## config.mk

```make
export PLATFORM = sky130hd
export DESIGN_NAME = cnt_mod
export DESIGN_NICKNAME = d
export VERILOG_FILES = /design/src/rtl/cnt_pkg.sv /design/src/rtl/cnt_next.sv /design/src/rtl/cnt_mod.sv
export SDC_FILE = /design/constraint.sdc
export NUM_CORES = 1
export LEC_CHECK = 0
export CAP_MARGIN = 20
export CORE_UTILIZATION = 40
export DETAILED_ROUTE_END_ITERATION = 10
export GPL_ROUTABILITY_DRIVEN = 0
export GPL_TIMING_DRIVEN = 0
export PLACE_DENSITY_LB_ADDON = 0.05
export REMOVE_ABC_BUFFERS = 1
export SYNTH_ARGS = -nofsm -noshare
export SYNTH_HDL_FRONTEND = slang
export SYNTH_HIERARCHICAL = 1
export SYNTH_SLANG_ARGS = --single-unit
```

## constraint.sdc

```tcl
create_clock -name clk -period 4.95 [get_ports clk]
set_input_delay 0.99 -clock clk [delete_from_list [all_inputs] [get_ports clk]]
set_output_delay 0.99 -clock clk [all_outputs]
set_load 0.02 [all_outputs]
```

## src/rtl/cnt_pkg.sv

```systemverilog
// Shared encodings for the modulus counter: mode codes and FSM states.
// Latency: n/a (declarations only).
// Backpressure: n/a.
package cnt_pkg;

  localparam logic [1:0] MODE_WRAP     = 2'b00;
  localparam logic [1:0] MODE_SAT      = 2'b01;
  localparam logic [1:0] MODE_ONESHOT  = 2'b10;
  localparam logic [1:0] MODE_WRAP_ALT = 2'b11;  // reserved code, behaves as wrap

  typedef enum logic [1:0] {
    ST_IDLE = 2'd0,
    ST_RUN  = 2'd1,
    ST_DONE = 2'd2
  } state_e;

  // Wrap covers both the nominal code and the reserved one.
  function automatic logic is_wrap(input logic [1:0] m);
    return (m == MODE_WRAP) || (m == MODE_WRAP_ALT);
  endfunction

endpackage

```

## src/rtl/cnt_next.sv

```systemverilog
// Combinational next-count and terminal detect for one enabled step.
// Latency: zero (pure combinational).
// Backpressure: none; caller decides whether the step is taken.
module cnt_next
  import cnt_pkg::*;
#(
  parameter int WIDTH = 16
) (
  input  logic [WIDTH-1:0] cur,
  input  logic [WIDTH-1:0] modv,
  input  logic             up,
  input  logic [1:0]       mode,
  output logic             term,
  output logic [WIDTH-1:0] nxt
);

  localparam logic [WIDTH-1:0] ONE = {{(WIDTH-1){1'b0}}, 1'b1};

  // Terminal is the modulus when counting up and zero when counting down;
  // away from terminal the +/-1 can never leave the range [0, modv].
  always_comb begin
    term = up ? (cur == modv) : (cur == '0);
    nxt  = cur;
    if (!term) begin
      nxt = up ? (cur + ONE) : (cur - ONE);
    end else if (is_wrap(mode)) begin
      nxt = up ? '0 : modv;
    end
  end

endmodule

```

## src/rtl/cnt_mod.sv

```systemverilog
// Loadable up/down modulus counter with wrap, saturate and one-shot modes.
// Latency: one cycle from load/enable edge to registered dout/cout/done.
// Backpressure: none; every enabled edge is accepted unless a one-shot run is done.
module cnt_mod
  import cnt_pkg::*;
#(
  parameter int               WIDTH   = 16,
  parameter logic [WIDTH-1:0] MOD_RST = {WIDTH{1'b1}}
) (
  input  logic             clk,
  input  logic             rst_n,
  input  logic             en,
  input  logic             load,
  input  logic             up,
  input  logic [1:0]       mode,
  input  logic [WIDTH-1:0] data,
  input  logic [WIDTH-1:0] max,
  output logic [WIDTH-1:0] dout,
  output logic             cout,
  output logic             done
);

  state_e           state_q, state_nxt;
  logic [WIDTH-1:0] mod_q, mod_nxt;
  logic [WIDTH-1:0] dout_nxt;
  logic             cout_nxt;
  logic             done_nxt;
  logic             term;
  logic [WIDTH-1:0] step_val;

  cnt_next #(.WIDTH(WIDTH)) u_next (
    .cur  (dout),
    .modv (mod_q),
    .up   (up),
    .mode (mode),
    .term (term),
    .nxt  (step_val)
  );

  // Next state: load beats enable; a finished one-shot ignores enable.
  always_comb begin
    state_nxt = state_q;
    mod_nxt   = mod_q;
    dout_nxt  = dout;
    cout_nxt  = 1'b0;
    if (load) begin
      mod_nxt   = max;
      dout_nxt  = (data > max) ? max : data;
      state_nxt = ST_RUN;
    end else if (en && (state_q != ST_DONE)) begin
      dout_nxt = step_val;
      if (term) begin
        cout_nxt = 1'b1;
        if (mode == MODE_ONESHOT) begin
          state_nxt = ST_DONE;
        end
      end
    end
    done_nxt = (state_nxt == ST_DONE);
  end

  // State and output registers, all cleared asynchronously.
  always_ff @(posedge clk or negedge rst_n) begin
    if (!rst_n) begin
      state_q <= ST_IDLE;
      mod_q   <= MOD_RST;
      dout    <= '0;
      cout    <= 1'b0;
      done    <= 1'b0;
    end else begin
      state_q <= state_nxt;
      mod_q   <= mod_nxt;
      dout    <= dout_nxt;
      cout    <= cout_nxt;
      done    <= done_nxt;
    end
  end

endmodule

```

# After elaboration in Yosys (flattened, before gate mapping)
# Index checks and enable logic that the tools add are counted.
# W data, S select, Z words.
# op_classes
n_addsub	2
order_cmp	1
eq_ne	6
muxes	15
n_reduce_logical	6
# ops
operator	count
$mux W16	7
$add A16 B1 Y16 const B	1
$eq A16 B16 Y1	1
$gt A16 B16 Y1	1
$logic_not A16 Y1	1
$sub A16 B1 Y16 const B	1
$mux W2	4
$eq A2 B2 Y1 const B	3
$mux W1	4
$ne A3 B2 Y1 const B	1
$logic_not A2 Y1	1
$ne A2 B2 Y1 const B	1
$reduce_and A2 Y1	1
$reduce_bool A2 Y1	1
$logic_and A1 B1 Y1	1
$logic_or A1 B1 Y1	1
# word_totals
reg_bits	36
input_bits	39
out_inout_bits	18
word_cells	35

# Longest topological paths before layout
# Gate-level depths: netlist (run 1).
# logic_depth
depth_word	6
ltp_mapped	13
ltp_nobuf	11

# Cells and area by module
# Netlist (run 1), hierarchy kept.
# modules_own_cells
mod	instances	cells_each	area_per_inst_um2	seq_area_each_um2
cnt_mod	1	200	2072.0	920.9
cnt_next	1	195	1341.3	0.0

# Worst setup path after synthesis (run 1)
# OpenSTA, ideal clock, no wires.
# synth_path
kind	input to register
from	input up
to	register dout[14]
setup_ns	0.127
t_arrival_ns	3.263
required_time_ns	4.823
path_slack_ns	1.560
path_stages	12
path_buffers	1
path_cell_list	buf_2 > inv_1 > ha_1 > a21o_1 > a21oi_1 > a31oi_2 > a311oi_2 > or3_1 > a32oi_1 > nand2_1 > a21oi_1 > a221o_2
# synth_via
elab_chain_len	5
word_cells_on_any_way	9
cone_classes	eq/ne (1); mux (7); reduce/logical (1)
# synth_rtl
item	line_no	rtl
from (decl)	cnt_mod.sv:14	input logic up,
$mux W16	cnt_next.sv:27	nxt = up ? '0 : modv;
$mux W16	cnt_next.sv:26	end else if (is_wrap(mode)) begin
$mux W16 (*)	cnt_next.sv:24	if (!term) begin
net step_val[14]	cnt_mod.sv:29	logic [WIDTH-1:0] step_val;
$mux W16 (*)	cnt_mod.sv:50	end else if (en && (state_q != ST_DONE)) begin
$mux W16 (*)	cnt_mod.sv:46	if (load) begin
to (signal assigned)	cnt_mod.sv:73	dout <= dout_nxt;
to (decl)	cnt_mod.sv:18	output logic [WIDTH-1:0] dout,
# Mark *: on every way through the listed nets, which the timed path passes. The rest lies on a longest branch. The select of a mux whose other input is x is not followed.
# A chain may end at the register's enable or synchronous reset.

# Final worst setup path (run 1)
# layout_path
from	input up
to	register dout[12]
# Same word-level chain as after synthesis.

==> report_table.html, run 1 <==
<table>
<tr><th>Metric</th><th>Value</th></tr>
<tr><th colspan="2">Global route</th></tr>
<tr><td>Aggregate global-route resource usage</td><td>0.228</td></tr>
<tr><td>Aggregate global routing overflow</td><td>0</td></tr>
<tr><td>Vias in the first global route</td><td>between 2,000 and 3,000</td></tr>
<tr><td>First-pass GRT wire length</td><td>about 15 mm</td></tr>
<tr><td>Initial antenna violation count</td><td>0</td></tr>
<tr><td>Maximum number of pins on one net before global-route repair</td><td>37</td></tr>
<tr><th colspan="2">Synthesis</th></tr>
<tr><td>Largest cells by area after synthesis</td><td>sky130_fd_sc_hd__dfrtp_1 (15%), sky130_fd_sc_hd__dfstp_2 (12%), sky130_fd_sc_hd__ha_1 (11%), sky130_fd_sc_hd__a21oi_1 (7.3%), sky130_fd_sc_hd__nand2_1 (5.8%)</td></tr>
<tr><td>Number of unique standard cell types used by synthesis</td><td>58</td></tr>
<tr><td>List of most frequent post-synthesis cells</td><td>sky130_fd_sc_hd__nand2_1 (53), sky130_fd_sc_hd__a21oi_1 (50), sky130_fd_sc_hd__ha_1 (30)</td></tr>
<tr><td>Syn avg cell area</td><td>about 8.6 um^2</td></tr>
<tr><td>Fraction of the yosys area taken by sequential cells</td><td>0.270</td></tr>
<tr><td>Fraction of synthesis flops using an asynchronous set or reset pin</td><td>1.00</td></tr>
<tr><td>Cell type contributing the most total cell area after synthesis</td><td>sky130_fd_sc_hd__dfrtp_1</td></tr>
<tr><td>Cells after synthesis</td><td>between 300 and 400</td></tr>
<tr><td>Synth Cell Area</td><td>between 3000 and 4000 um^2</td></tr>
<tr><td>Library cell with the highest instance count after synthesis</td><td>sky130_fd_sc_hd__nand2_1</td></tr>
<tr><td>Top FF cell, synth</td><td>sky130_fd_sc_hd__dfrtp_1</td></tr>
<tr><td>Flip-flop and latch count after synthesis</td><td>36</td></tr>
<tr><td>Number of warnings issued by yosys</td><td>6</td></tr>
<tr><td>Count of flip-flops with a built-in enable after synthesis</td><td>0</td></tr>
<tr><td>Area fraction of the dominant cell type after synthesis</td><td>0.147</td></tr>
<tr><th colspan="2">Timing</th></tr>
<tr><td>RSZ-0062 raised after global routing</td><td>false</td></tr>
<tr><td>Final worst setup slack</td><td>roughly 580 ps</td></tr>
<tr><td>Max-slew violation count</td><td>0</td></tr>
<tr><td>Min Clock Period, post-route</td><td>~4400 ps</td></tr>
<tr><td>Number of hold-slack violations in the final timing report</td><td>0</td></tr>
<tr><td>Number of setup violations in the final report</td><td>0</td></tr>
<tr><td>Fraction of the cycle the final worst path needs</td><td>0.882</td></tr>
<tr><td>Clock skew</td><td>5.63 ps</td></tr>
<tr><td>Transition at the pin with the smallest max-transition slack</td><td>approximately 940 ps</td></tr>
<tr><td>Relative slew slack</td><td>0.372</td></tr>
<tr><td>Setup TNS</td><td>0 ps</td></tr>
<tr><td>Maximum operating frequency</td><td>229 MHz</td></tr>
<tr><th colspan="2">CTS</th></tr>
<tr><td>Number of sinks handled by clock tree synthesis</td><td>36</td></tr>
<tr><td>Number of clock buffers inserted by TritonCTS</td><td>5</td></tr>
<tr><td>Clock Tree Root</td><td>sky130_fd_sc_hd__clkbuf_8</td></tr>
<tr><td>H-tree depth</td><td>2</td></tr>
<tr><td>CTS tree</td><td>done</td></tr>
<tr><td>Clock-pin slew on the worst setup and hold paths</td><td>approximately 70 ps</td></tr>
<tr><td>Clock latency of the later-clocked register in the worst-skew pair</td><td>around 290 ps</td></tr>
<tr><td>Setup fix buffers added after clock tree synthesis</td><td>0</td></tr>
<tr><td>Longest Clk Path Bufs</td><td>2</td></tr>
<tr><th colspan="2">Drt</th></tr>
<tr><td>Remaining antenna violation count after routing</td><td>0</td></tr>
<tr><td>Detailed Route Iter0 Violations</td><td>roughly 200</td></tr>
<tr><td>Ratio of routed vias to standard cells</td><td>around 5.7</td></tr>
<tr><td>Total number of vias</td><td>between 3,000 and 4,000</td></tr>
<tr><td>Number of remaining DRC errors</td><td>0</td></tr>
<tr><td>Pre-antenna DRT Iters</td><td>5</td></tr>
<tr><td>DR WL/cell</td><td>approximately 17 um</td></tr>
<tr><td>Wire length after detailed routing</td><td>roughly 9.5 mm</td></tr>
<tr><th colspan="2">Pwr</th></tr>
<tr><td>Leakage power</td><td>~1.7 nW</td></tr>
<tr><td>Peak supply drop</td><td>151 uV</td></tr>
<tr><td>P per Cell Area</td><td>between 300 and 400 nW/um^2</td></tr>
<tr><th colspan="2">Floorplan</th></tr>
<tr><td>Starting density of the core</td><td>0.415</td></tr>
<tr><td>X dimension of the die</td><td>94.4 um</td></tr>
<tr><td>Area of the core</td><td>between 8000 and 9000 um^2</td></tr>
<tr><td>Die Ht</td><td>roughly 94 um</td></tr>
<tr><td>Standard-cell row count</td><td>33</td></tr>
<tr><td>Number of top-level pins</td><td>57</td></tr>
<tr><td>Die area</td><td>8910 um^2</td></tr>
<tr><th colspan="2">Final layout</th></tr>
<tr><td>Diodes inserted</td><td>0</td></tr>
<tr><td>Final core utilization</td><td>0.503</td></tr>
<tr><td>Share of post-route cells with drive strength above 1</td><td>0.133</td></tr>
<tr><td>Nets</td><td>512</td></tr>
<tr><td>Filler Cell Count</td><td>~800</td></tr>
<tr><td>Final standard cell count with taps included and fillers excluded</td><td>approximately 550</td></tr>
<tr><td>Synth-to-layout area growth</td><td>21.0%</td></tr>
<tr><th colspan="2">Worst setup path</th></tr>
<tr><td>Required time of the worst setup path</td><td>about 5000 ps</td></tr>
<tr><td>Nature of the critical path endpoint</td><td>register</td></tr>
<tr><td>Critical setup path kind</td><td>in -&gt; reg</td></tr>
<tr><td>Kind of start point of the critical path</td><td>primary input</td></tr>
<tr><td>Maximum fanout encountered on the critical timing path</td><td>19</td></tr>
<tr><td>Signal arrival time at the worst endpoint</td><td>around 4500 ps</td></tr>
<tr><th colspan="2">Placed design</th></tr>
<tr><td>Detailed-placement wirelength estimate</td><td>6.91 mm</td></tr>
<tr><td>Port Buf Inserts</td><td>56</td></tr>
<tr><td>Worst setup slack before clock tree synthesis</td><td>-99.6 ps</td></tr>
<tr><td>DP Cell Count</td><td>roughly 540</td></tr>
<tr><th colspan="2">Flow run</th></tr>
<tr><td>Max capacitance violation total</td><td>0</td></tr>
<tr><th colspan="2">Run status</th></tr>
<tr><td>Run status</td><td>complete, no violations</td></tr>
<tr><th colspan="2">Worst hold path</th></tr>
<tr><td>Worst Hold Class</td><td>reg -&gt; reg</td></tr>
</table>
## worst max-delay path: stages
cell                             delay, ps
sky130_fd_sc_hd__dlymetal6s2s_1        660
sky130_fd_sc_hd__inv_1                 560
sky130_fd_sc_hd__ha_1                  530
sky130_fd_sc_hd__a21o_1                210
sky130_fd_sc_hd__a21oi_1               250
sky130_fd_sc_hd__a31oi_2               160
sky130_fd_sc_hd__a311oi_2              410
sky130_fd_sc_hd__xor2_1                200
sky130_fd_sc_hd__mux2i_1                90
sky130_fd_sc_hd__nand2_1                60
sky130_fd_sc_hd__a21oi_1                70
sky130_fd_sc_hd__a221o_2               330
## cells in the final DEF (no fill, tap or decap), types with 8 or more instances in the layout
cell type                         instances
sky130_fd_sc_hd__clkdlybuf4s50_1         53
sky130_fd_sc_hd__nand3_1                  8
sky130_fd_sc_hd__dfrtp_1                 20
sky130_fd_sc_hd__mux2_2                  16
sky130_fd_sc_hd__a21oi_1                 50
sky130_fd_sc_hd__nor2_1                  18
sky130_fd_sc_hd__xnor2_1                 19
sky130_fd_sc_hd__dfstp_2                 16
sky130_fd_sc_hd__inv_1                   24
sky130_fd_sc_hd__nor3b_1                 14
sky130_fd_sc_hd__xor2_1                   9
sky130_fd_sc_hd__nand2_1                 53
sky130_fd_sc_hd__a221o_1                 10
sky130_fd_sc_hd__o21ai_0                 12
sky130_fd_sc_hd__ha_1                    30
## final timing paths
path / endpoint / from / slack [ps] / cells past startpoint
worst min-delay path: state_q[0]$_DFF_PN0_ / state_q[0]$_DFF_PN0_ / 510 / 2
min in group asynchronous: dout[12]$_DFFE_PN0P_ / rst_n / 820 / 1
worst min register to register: state_q[0]$_DFF_PN0_ / state_q[0]$_DFF_PN0_ / 510 / 2
worst max-delay path: dout[12]$_DFFE_PN0P_ / up / 580 / 12
worst max register to register: dout[14]$_DFFE_PN0P_ / dout[0]$_DFFE_PN0P_ / 2000 / 11
max in group asynchronous: dout[7]$_DFFE_PN0P_ / rst_n / 3570 / 1
## routing by layer
metal,routed length (um),track usage
met1,4650,0.344
met4,78,0.0462
met2,4320,0.347
met5,0,0
met3,436,0.0258
## repair_timing
action / in CTS / in global routing
resized for setup: 0 / 1
hold endpoints to repair: 0 / 0
hold buffers: 0 / 0
endpoints found under the setup margin: 0 / 2
## registers in the layout (all words and copies together) (netlist names)
name / flops
mod_q: 16
dout: 16
cout: 1
done: 1
state_q: 2
## logic make-up (layout without fill, tap and decap cells)
| group | after synthesis | in the layout | share of synthesized area |
|---|---|---|---|
| buffers and inverters | 42 | 90 | 0.0583 |
| AND/OR/NAND/NOR | 130 | 130 | 0.203 |
| AO/OA/AOI/OAI | 104 | 104 | 0.205 |
| XOR/XNOR | 29 | 29 | 0.0744 |
| flip-flops | 36 | 36 | 0.270 |
| adder cells (fa/ha/maj) | 31 | 31 | 0.116 |
| multiplexers | 23 | 23 | 0.0733 |
## report_power, final
part | switching [mW] | total [mW] | internal (mW)
registers | 0.0777 | 0.424 | 0.346
clock network | 0.109 | 0.223 | 0.114
logic | 0.359 | 0.675 | 0.316
## stage by stage
stage               hold slack, ps  instance area [um^2]  total power [mW]
detailed placement             501                  4010              1.10
global placement               479                  4000              1.09
global route                   578                  4130              1.43
finish                         513                  4130              1.32
floorplan                      450                  3300             0.862
CTS                            521                  4100              1.32
## area by class of cell
class                           count  area (um^2)  area share
Clock buffer                        8         90.1      0.0218
Inverter                           24         90.1      0.0218
Multi-Input combinational cell    317         2300       0.557
Sequential cell                    36          921       0.223
Tap cell                          105          131      0.0318
Timing Repair Buffer               58          596       0.144
No activity file was read; power rests on OpenSTA's default activity.
==> inputs of run 2 (changes only) <==
--- a/config.mk
+++ b/config.mk
@@ -6,6 +6,7 @@
 export NUM_CORES = 1
 export LEC_CHECK = 0
 export CAP_MARGIN = 20
+export CORE_MARGIN = 4
 export CORE_UTILIZATION = 40
 export DETAILED_ROUTE_END_ITERATION = 10
 export GPL_ROUTABILITY_DRIVEN = 0
==> run 2 against run 1 <==
Compared with the run above: wire length is 3.0% higher; largest power group unchanged; register-to-register slack hardly changed; worst hold slack worse by 18 ps; clock-buffer cell count is 1 lower; die area is 13% higher; combinational power is 0.6% lower; highest routed layer unchanged; clock power is 35% higher.
==> report_table.html, run 2 (same netlist as run 1, synthesis figures left out) <==
<table>
<tr><th>Metric</th><th>Value</th></tr>
<tr><th colspan="2">Floorplan</th></tr>
<tr><td>Starting density of the core</td><td>0.413</td></tr>
<tr><td>Die Ht</td><td>~100 um</td></tr>
<tr><td>Die area</td><td>10,100 um^2</td></tr>
<tr><td>Number of top-level pins</td><td>57</td></tr>
<tr><td>X dimension of the die</td><td>roughly 100 um</td></tr>
<tr><td>Area of the core</td><td>8260 um^2</td></tr>
<tr><td>Standard-cell row count</td><td>33</td></tr>
<tr><th colspan="2">CTS</th></tr>
<tr><td>Setup fix buffers added after clock tree synthesis</td><td>0</td></tr>
<tr><td>Number of clock buffers inserted by TritonCTS</td><td>5</td></tr>
<tr><td>H-tree depth</td><td>2</td></tr>
<tr><td>Cts hold-fix bufs</td><td>0</td></tr>
<tr><td>Clock Tree Root</td><td>sky130_fd_sc_hd__clkbuf_8</td></tr>
<tr><td>Longest Clk Path Bufs</td><td>2</td></tr>
<tr><td>Clock-pin slew on the worst setup and hold paths</td><td>around 90 ps</td></tr>
<tr><td>Clock latency of the later-clocked register in the worst-skew pair</td><td>300 ps</td></tr>
<tr><td>Number of sinks handled by clock tree synthesis</td><td>36</td></tr>
<tr><td>CTS tree</td><td>done</td></tr>
<tr><th colspan="2">Drt</th></tr>
<tr><td>Total number of vias</td><td>between 3,000 and 4,000</td></tr>
<tr><td>DR WL/cell</td><td>roughly 18 um</td></tr>
<tr><td>Number of remaining DRC errors</td><td>0</td></tr>
<tr><td>Pre-antenna DRT Iters</td><td>4</td></tr>
<tr><td>Ratio of routed vias to standard cells</td><td>about 5.7</td></tr>
<tr><td>Detailed Route Iter0 Violations</td><td>147</td></tr>
<tr><td>Wire length after detailed routing</td><td>approximately 9.8 mm</td></tr>
<tr><td>Remaining antenna violation count after routing</td><td>0</td></tr>
<tr><th colspan="2">Pwr</th></tr>
<tr><td>Total chip power</td><td>around 1.4 mW</td></tr>
<tr><td>Peak supply drop</td><td>155 uV</td></tr>
<tr><td>P per Cell Area</td><td>334 nW/um^2</td></tr>
<tr><td>Leakage power</td><td>approximately 1.7 nW</td></tr>
<tr><th colspan="2">Worst hold path</th></tr>
<tr><td>Worst Hold Class</td><td>reg -&gt; reg</td></tr>
<tr><th colspan="2">Timing</th></tr>
<tr><td>Maximum operating frequency</td><td>227 MHz</td></tr>
<tr><td>Transition at the pin with the smallest max-transition slack</td><td>964 ps</td></tr>
<tr><td>Min Clock Period, post-route</td><td>4400 ps</td></tr>
<tr><td>Number of setup violations in the final report</td><td>0</td></tr>
<tr><td>Worst hold slack after final layout</td><td>between 400 and 500 ps</td></tr>
<tr><td>Max-slew violation count</td><td>0</td></tr>
<tr><td>Clock skew</td><td>between 10 and 15 ps</td></tr>
<tr><td>RSZ-0062 raised after global routing</td><td>false</td></tr>
<tr><td>Fraction of the cycle the final worst path needs</td><td>0.888</td></tr>
<tr><td>Relative slew slack</td><td>0.357</td></tr>
<tr><td>Number of hold-slack violations in the final timing report</td><td>0</td></tr>
<tr><td>Final worst setup slack</td><td>roughly 550 ps</td></tr>
<tr><th colspan="2">Final layout</th></tr>
<tr><td>Diodes inserted</td><td>0</td></tr>
<tr><td>Nets</td><td>approximately 510</td></tr>
<tr><td>Final standard cell count with taps included and fillers excluded</td><td>about 550</td></tr>
<tr><td>Final core utilization</td><td>0.504</td></tr>
<tr><td>Highest-count cells in the layout ignoring fill and taps</td><td>sky130_fd_sc_hd__nand2_1 (53), sky130_fd_sc_hd__clkdlybuf4s50_1 (53), sky130_fd_sc_hd__a21oi_1 (50)</td></tr>
<tr><td>Synth-to-layout area growth</td><td>22.0%</td></tr>
<tr><td>Top Registers</td><td>dout (16), mod_q (16), state_q (2)</td></tr>
<tr><td>Share of post-route cells with drive strength above 1</td><td>0.138</td></tr>
<tr><th colspan="2">Placed design</th></tr>
<tr><td>Detailed-placement wirelength estimate</td><td>approximately 7 mm</td></tr>
<tr><td>DP Cell Count</td><td>540</td></tr>
<tr><td>Worst setup slack before clock tree synthesis</td><td>-83.9 ps</td></tr>
<tr><td>Port Buf Inserts</td><td>56</td></tr>
<tr><th colspan="2">Worst setup path</th></tr>
<tr><td>Kind of start point of the critical path</td><td>primary input</td></tr>
<tr><td>Signal arrival time at the worst endpoint</td><td>between 4000 and 5000 ps</td></tr>
<tr><td>Critical setup path kind</td><td>in -&gt; reg</td></tr>
<tr><td>Cell chain of the critical path</td><td>dlymetal6s2s_1, inv_1, ha_1, a21o_1, a21oi_1, a31oi_2, a311oi_2, or3_1, a32oi_1, nand2_1, a21oi_1, a221o_2</td></tr>
<tr><td>Cell with the biggest individual delay on the critical path</td><td>sky130_fd_sc_hd__dlymetal6s2s_1</td></tr>
<tr><td>Required time of the worst setup path</td><td>5130 ps</td></tr>
<tr><td>Buffers and inverters on the worst path</td><td>2</td></tr>
<tr><td>Maximum fanout encountered on the critical timing path</td><td>19</td></tr>
<tr><td>Nature of the critical path endpoint</td><td>register</td></tr>
<tr><td>Library cell appearing most often on the critical path</td><td>sky130_fd_sc_hd__a21oi_1</td></tr>
<tr><td>Top delay family on crit path</td><td>compound AO/OA/AOI/OAI gates</td></tr>
<tr><td>Stage delay of the slowest cell on the critical path</td><td>a little under 700 ps</td></tr>
<tr><th colspan="2">Global route</th></tr>
<tr><td>Aggregate global-route resource usage</td><td>0.202</td></tr>
<tr><td>Vias in the first global route</td><td>3,078</td></tr>
<tr><td>Maximum number of pins on one net before global-route repair</td><td>37</td></tr>
<tr><td>Initial antenna violation count</td><td>0</td></tr>
<tr><td>Aggregate global routing overflow</td><td>0</td></tr>
<tr><td>First-pass GRT wire length</td><td>around 16 mm</td></tr>
<tr><th colspan="2">Flow run</th></tr>
<tr><td>Max capacitance violation total</td><td>0</td></tr>
<tr><th colspan="2">Run status</th></tr>
<tr><td>Run status</td><td>complete, no violations</td></tr>
</table>
-- run 2: cell types whose count changed in the layout (fill, tap and decap cells not counted) --
cell | previous run | this run
sky130_fd_sc_hd__clkbuf_8 | 6 | 7
sky130_fd_sc_hd__bufinv_16 | 0 | 1
sky130_fd_sc_hd__clkbuf_1 | 2 | 0
-- run 2: stage by stage --
step	area [um^2]	setup TNS, ps
after floorplan	3300	0
after global placement	4000	-442
after detailed placement	4040	-180
after CTS	4160	0
after global routing	4170	0
final	4170	0
-- run 2: per-layer routing --
| layer | GRT usage | part of all wire | vias to the layer above |
|---|---|---|---|
| met1 | 0.284 | 0.48 | 1493 |
| li1 | - | - | 1532 |
| met3 | 0.0257 | 0.056 | 6 |
| met5 | 0 | 0 | - |
| met2 | 0.330 | 0.46 | 73 |
| met4 | 0.0446 | 0.0087 | 0 |
-- run 2: what timing repair did --
item | 4_1_cts | 5_1_grt
endpoints found under the hold margin | 0 | 0
resized for setup | 0 | 1
endpoints found under the setup margin | 0 | 3
-- run 2: layout make-up --
cell class / count / area [um^2]
inverters: 24 / 90.1
flip-flops and latches: 36 / 921
clock inverters: 1 / 30.0
clock buffers: 7 / 96.3
repair buffers: 58 / 596
well taps: 105 / 131
fillers: 804 / 4090
multi-input cells: 317 / 2300
-- run 2: power breakdown --
part	switching, mW	internal [mW]	total, mW
clock	0.122	0.178	0.300
sequential	0.0751	0.346	0.421
combinational	0.355	0.315	0.671
-- run 2: worst min-delay path: stages (launching register included) --
cell and delay, ps:
sky130_fd_sc_hd__dfrtp_1 340, sky130_fd_sc_hd__nand2_1 60, sky130_fd_sc_hd__nand2_1 60
-- run 2: final timing paths --
path / from / endpoint / slack (ps) / depth (start not counted)
max in group asynchronous: rst_n / dout[5]$_DFFE_PN0P_ / 3590 / 1
setup reg to reg: dout[0]$_DFFE_PN0P_ / dout[14]$_DFFE_PN0P_ / 2010 / 11
setup / recovery: up / dout[14]$_DFFE_PN0P_ / 550 / 12
hold reg to reg: state_q[0]$_DFF_PN0_ / state_q[0]$_DFF_PN0_ / 490 / 2
hold / removal: state_q[0]$_DFF_PN0_ / state_q[0]$_DFF_PN0_ / 490 / 2
min in group asynchronous: rst_n / state_q[0]$_DFF_PN0_ / 790 / 1
==> inputs of run 3 (changes only) <==
--- a/config.mk
+++ b/config.mk
@@ -10,7 +10,6 @@
 export CORE_UTILIZATION = 40
 export DETAILED_ROUTE_END_ITERATION = 10
 export GPL_ROUTABILITY_DRIVEN = 0
-export GPL_TIMING_DRIVEN = 0
 export PLACE_DENSITY_LB_ADDON = 0.05
 export REMOVE_ABC_BUFFERS = 1
 export SYNTH_ARGS = -nofsm -noshare
==> run 3 against run 2 <==
Compared with the run above: via count increased by 1.8%; sequential share of layout area is essentially flat; die area is the same; wire length increased by 0.63%; final cell count rose by 0.55%.
==> report_table.html, run 3 (same netlist as run 1, synthesis figures left out) <==
<table>
<tr><th>Metric</th><th>Value</th></tr>
<tr><th colspan="2">Run status</th></tr>
<tr><td>Run status</td><td>complete, no violations</td></tr>
<tr><th colspan="2">CTS</th></tr>
<tr><td>Number of sinks handled by clock tree synthesis</td><td>36</td></tr>
<tr><td>Clock Tree Root</td><td>sky130_fd_sc_hd__clkbuf_8</td></tr>
<tr><td>Clock-pin slew on the worst setup and hold paths</td><td>about 80 ps</td></tr>
<tr><td>Clock latency of the later-clocked register in the worst-skew pair</td><td>a little under 300 ps</td></tr>
<tr><td>Cts hold-fix bufs</td><td>0</td></tr>
<tr><td>Longest Clk Path Bufs</td><td>2</td></tr>
<tr><td># resized after CTS</td><td>0</td></tr>
<tr><td>CTS tree</td><td>done</td></tr>
<tr><td>Setup fix buffers added after clock tree synthesis</td><td>0</td></tr>
<tr><td>Number of clock buffers inserted by TritonCTS</td><td>5</td></tr>
<tr><td>H-tree depth</td><td>2</td></tr>
<tr><th colspan="2">Drt</th></tr>
<tr><td>DR WL/cell</td><td>approximately 18 um</td></tr>
<tr><td>Number of remaining DRC errors</td><td>0</td></tr>
<tr><td>Ratio of routed vias to standard cells</td><td>around 5.7</td></tr>
<tr><td>Total number of vias</td><td>3,161</td></tr>
<tr><td>Wire length after detailed routing</td><td>9.83 mm</td></tr>
<tr><td>Detailed Route Iter0 Violations</td><td>around 170</td></tr>
<tr><td>Remaining antenna violation count after routing</td><td>0</td></tr>
<tr><td>Pre-antenna DRT Iters</td><td>5</td></tr>
<tr><th colspan="2">Floorplan</th></tr>
<tr><td>Area of the core</td><td>between 8000 and 9000 um^2</td></tr>
<tr><td>Number of top-level pins</td><td>between 50 and 60</td></tr>
<tr><td>Die area</td><td>roughly 10,000 um^2</td></tr>
<tr><td>Die Ht</td><td>between 100 and 150 um</td></tr>
<tr><td>Starting density of the core</td><td>0.413</td></tr>
<tr><td>Standard-cell row count</td><td>33</td></tr>
<tr><td>X dimension of the die</td><td>around 100 um</td></tr>
<tr><th colspan="2">Worst setup path</th></tr>
<tr><td>Kind of start point of the critical path</td><td>primary input</td></tr>
<tr><td>Number of cells on the critical path</td><td>12</td></tr>
<tr><td>Required time of the worst setup path</td><td>around 5100 ps</td></tr>
<tr><td>Buffers and inverters on the worst path</td><td>2</td></tr>
<tr><td>Logic depth of the worst register-to-register path</td><td>11</td></tr>
<tr><td>Startpoint of the lowest-slack register-to-register path</td><td>dout[0]$_DFFE_PN0P_</td></tr>
<tr><td>Capture point of the worst reg-to-reg path</td><td>dout[14]$_DFFE_PN0P_</td></tr>
<tr><td>Critical path launch point</td><td>up</td></tr>
<tr><td>Maximum fanout encountered on the critical timing path</td><td>16</td></tr>
<tr><td>Library cell appearing most often on the critical path</td><td>sky130_fd_sc_hd__a21oi_1</td></tr>
<tr><td>Stage delay of the slowest cell on the critical path</td><td>450 ps</td></tr>
<tr><td>Critical setup path kind</td><td>in -&gt; reg</td></tr>
<tr><td>Worst setup endpoint</td><td>dout[12]$_DFFE_PN0P_</td></tr>
<tr><td>Cell chain of the critical path</td><td>clkdlybuf4s50_1, inv_1, ha_1, a21o_1, a21oi_1, a31oi_2, a311oi_2, xor2_1, mux2i_1, nand2_1, a21oi_1, a221o_2</td></tr>
<tr><td>Nature of the critical path endpoint</td><td>register</td></tr>
<tr><td>Worst R2R Setup Slack</td><td>just over 2000 ps</td></tr>
<tr><td>Top delay family on crit path</td><td>compound AO/OA/AOI/OAI gates</td></tr>
<tr><td>Cell with the biggest individual delay on the critical path</td><td>sky130_fd_sc_hd__inv_1</td></tr>
<tr><td>Signal arrival time at the worst endpoint</td><td>just under 4000 ps</td></tr>
<tr><th colspan="2">Timing</th></tr>
<tr><td>Min Clock Period, post-route</td><td>3730 ps</td></tr>
<tr><td>Maximum operating frequency</td><td>between 200 and 300 MHz</td></tr>
<tr><td>RSZ-0062 raised after global routing</td><td>false</td></tr>
<tr><td>Max-slew violation count</td><td>0</td></tr>
<tr><td>Setup TNS</td><td>0 ps</td></tr>
<tr><td>Number of setup violations in the final report</td><td>0</td></tr>
<tr><td>Number of hold-slack violations in the final timing report</td><td>0</td></tr>
<tr><td>Relative slew slack</td><td>0.356</td></tr>
<tr><td>Fraction of the cycle the final worst path needs</td><td>0.753</td></tr>
<tr><td>Clock skew</td><td>roughly 10 ps</td></tr>
<tr><td>Transition at the pin with the smallest max-transition slack</td><td>between 900 and 1000 ps</td></tr>
<tr><th colspan="2">Pwr</th></tr>
<tr><td>Peak supply drop</td><td>between 100 and 150 uV</td></tr>
<tr><td>Total chip power</td><td>1.39 mW</td></tr>
<tr><td>Leakage power</td><td>~1.7 nW</td></tr>
<tr><td>P per Cell Area</td><td>335 nW/um^2</td></tr>
<tr><th colspan="2">Global route</th></tr>
<tr><td>First-pass GRT wire length</td><td>~16 mm</td></tr>
<tr><td>Aggregate global routing overflow</td><td>0</td></tr>
<tr><td>Aggregate global-route resource usage</td><td>0.201</td></tr>
<tr><td>Vias in the first global route</td><td>between 3,000 and 4,000</td></tr>
<tr><td>Maximum number of pins on one net before global-route repair</td><td>37</td></tr>
<tr><td>Initial antenna violation count</td><td>0</td></tr>
<tr><th colspan="2">Placed design</th></tr>
<tr><td>Port Buf Inserts</td><td>56</td></tr>
<tr><td>DP Cell Count</td><td>about 540</td></tr>
<tr><td>Detailed-placement wirelength estimate</td><td>roughly 7.4 mm</td></tr>
<tr><th colspan="2">Final layout</th></tr>
<tr><td>Top Registers</td><td>dout (16), mod_q (16), state_q (2)</td></tr>
<tr><td>Share of post-route cells with drive strength above 1</td><td>0.139</td></tr>
<tr><td>Highest-count cells in the layout ignoring fill and taps</td><td>sky130_fd_sc_hd__clkdlybuf4s50_1 (56), sky130_fd_sc_hd__nand2_1 (53), sky130_fd_sc_hd__a21oi_1 (50)</td></tr>
<tr><td>Most frequent standard cell in the layout excluding fill and tap cells</td><td>sky130_fd_sc_hd__clkdlybuf4s50_1</td></tr>
<tr><td>Final core utilization</td><td>0.505</td></tr>
<tr><td>Final standard cell count with taps included and fillers excluded</td><td>around 550</td></tr>
<tr><td>Area occupied by registers</td><td>slightly above 900 um^2</td></tr>
<tr><td>Area of combinational cells with multiple inputs</td><td>between 2000 and 2500 um^2</td></tr>
<tr><td>Synth-to-layout area growth</td><td>22.1%</td></tr>
<tr><td>Nets</td><td>around 520</td></tr>
<tr><td>Diodes inserted</td><td>0</td></tr>
<tr><td>Filler Cell Count</td><td>809</td></tr>
<tr><th colspan="2">Worst hold path</th></tr>
<tr><td>Worst Hold Class</td><td>reg -&gt; reg</td></tr>
<tr><th colspan="2">Flow run</th></tr>
<tr><td>Max capacitance violation total</td><td>0</td></tr>
</table>
[run 3: changes by cell type in the layout (fill, tap and decap cells not counted), sizes merged]
| cell | change |
|---|---|
| clkdlybuf4s50 | +3 |
| buf | +1 |
| dlymetal6s2s | -1 |
[run 3: layout make-up]
cell class | instances | share of cell area
clock inverters | 1 | 0.00721
repair buffers | 61 | 0.144
inverters | 24 | 0.0216
multi-input cells | 317 | 0.552
clock buffers | 7 | 0.0231
well taps | 105 | 0.0315
flip-flops and latches | 36 | 0.221
[run 3: where the power goes]
group | internal [mW] | switching [mW]
clock | 0.178 | 0.113
combinational | 0.316 | 0.360
sequential | 0.346 | 0.0811
total | 0.840 | 0.555
[run 3: worst min-delay path: stages (launching register included)]
cell                      delay, ps
sky130_fd_sc_hd__dfrtp_1        340
sky130_fd_sc_hd__nand2_1         60
sky130_fd_sc_hd__nand2_1         60
[run 3: routing by layer]
metal / up-vias / GRT usage / part of all wire
li1: 1531 / - / -
met3: 10 / 0.0320 / 0.054
met1: 1519 / 0.297 / 0.49
met2: 101 / 0.307 / 0.44
met4: 0 / 0.0466 / 0.0082
met5: - / 0 / 0
[run 3: how the worst min path moves through the flow]
stage,start,cells past startpoint,end,slack (ps)
CTS,state_q[0]$_DFF_PN0_,2,state_q[0]$_DFF_PN0_,500
global placement,state_q[0]$_DFF_PN0_,2,state_q[0]$_DFF_PN0_,470
detailed placement,state_q[0]$_DFF_PN0_,2,state_q[0]$_DFF_PN0_,480
floorplan,state_q[0]$_DFF_PN0_,2,state_q[0]$_DFF_PN0_,450
finish,state_q[0]$_DFF_PN0_,2,state_q[0]$_DFF_PN0_,490
global route,state_q[0]$_DFF_PN0_,2,state_q[0]$_DFF_PN0_,530
[run 3: metrics by stage]
step	hold WS, ps	area (um^2)	setup WS (ps)
after floorplan	450	3300	1700
after global routing	534	4170	907
after CTS	500	4170	1210
after global placement	472	4040	960
final	493	4170	1220
after detailed placement	480	4040	904
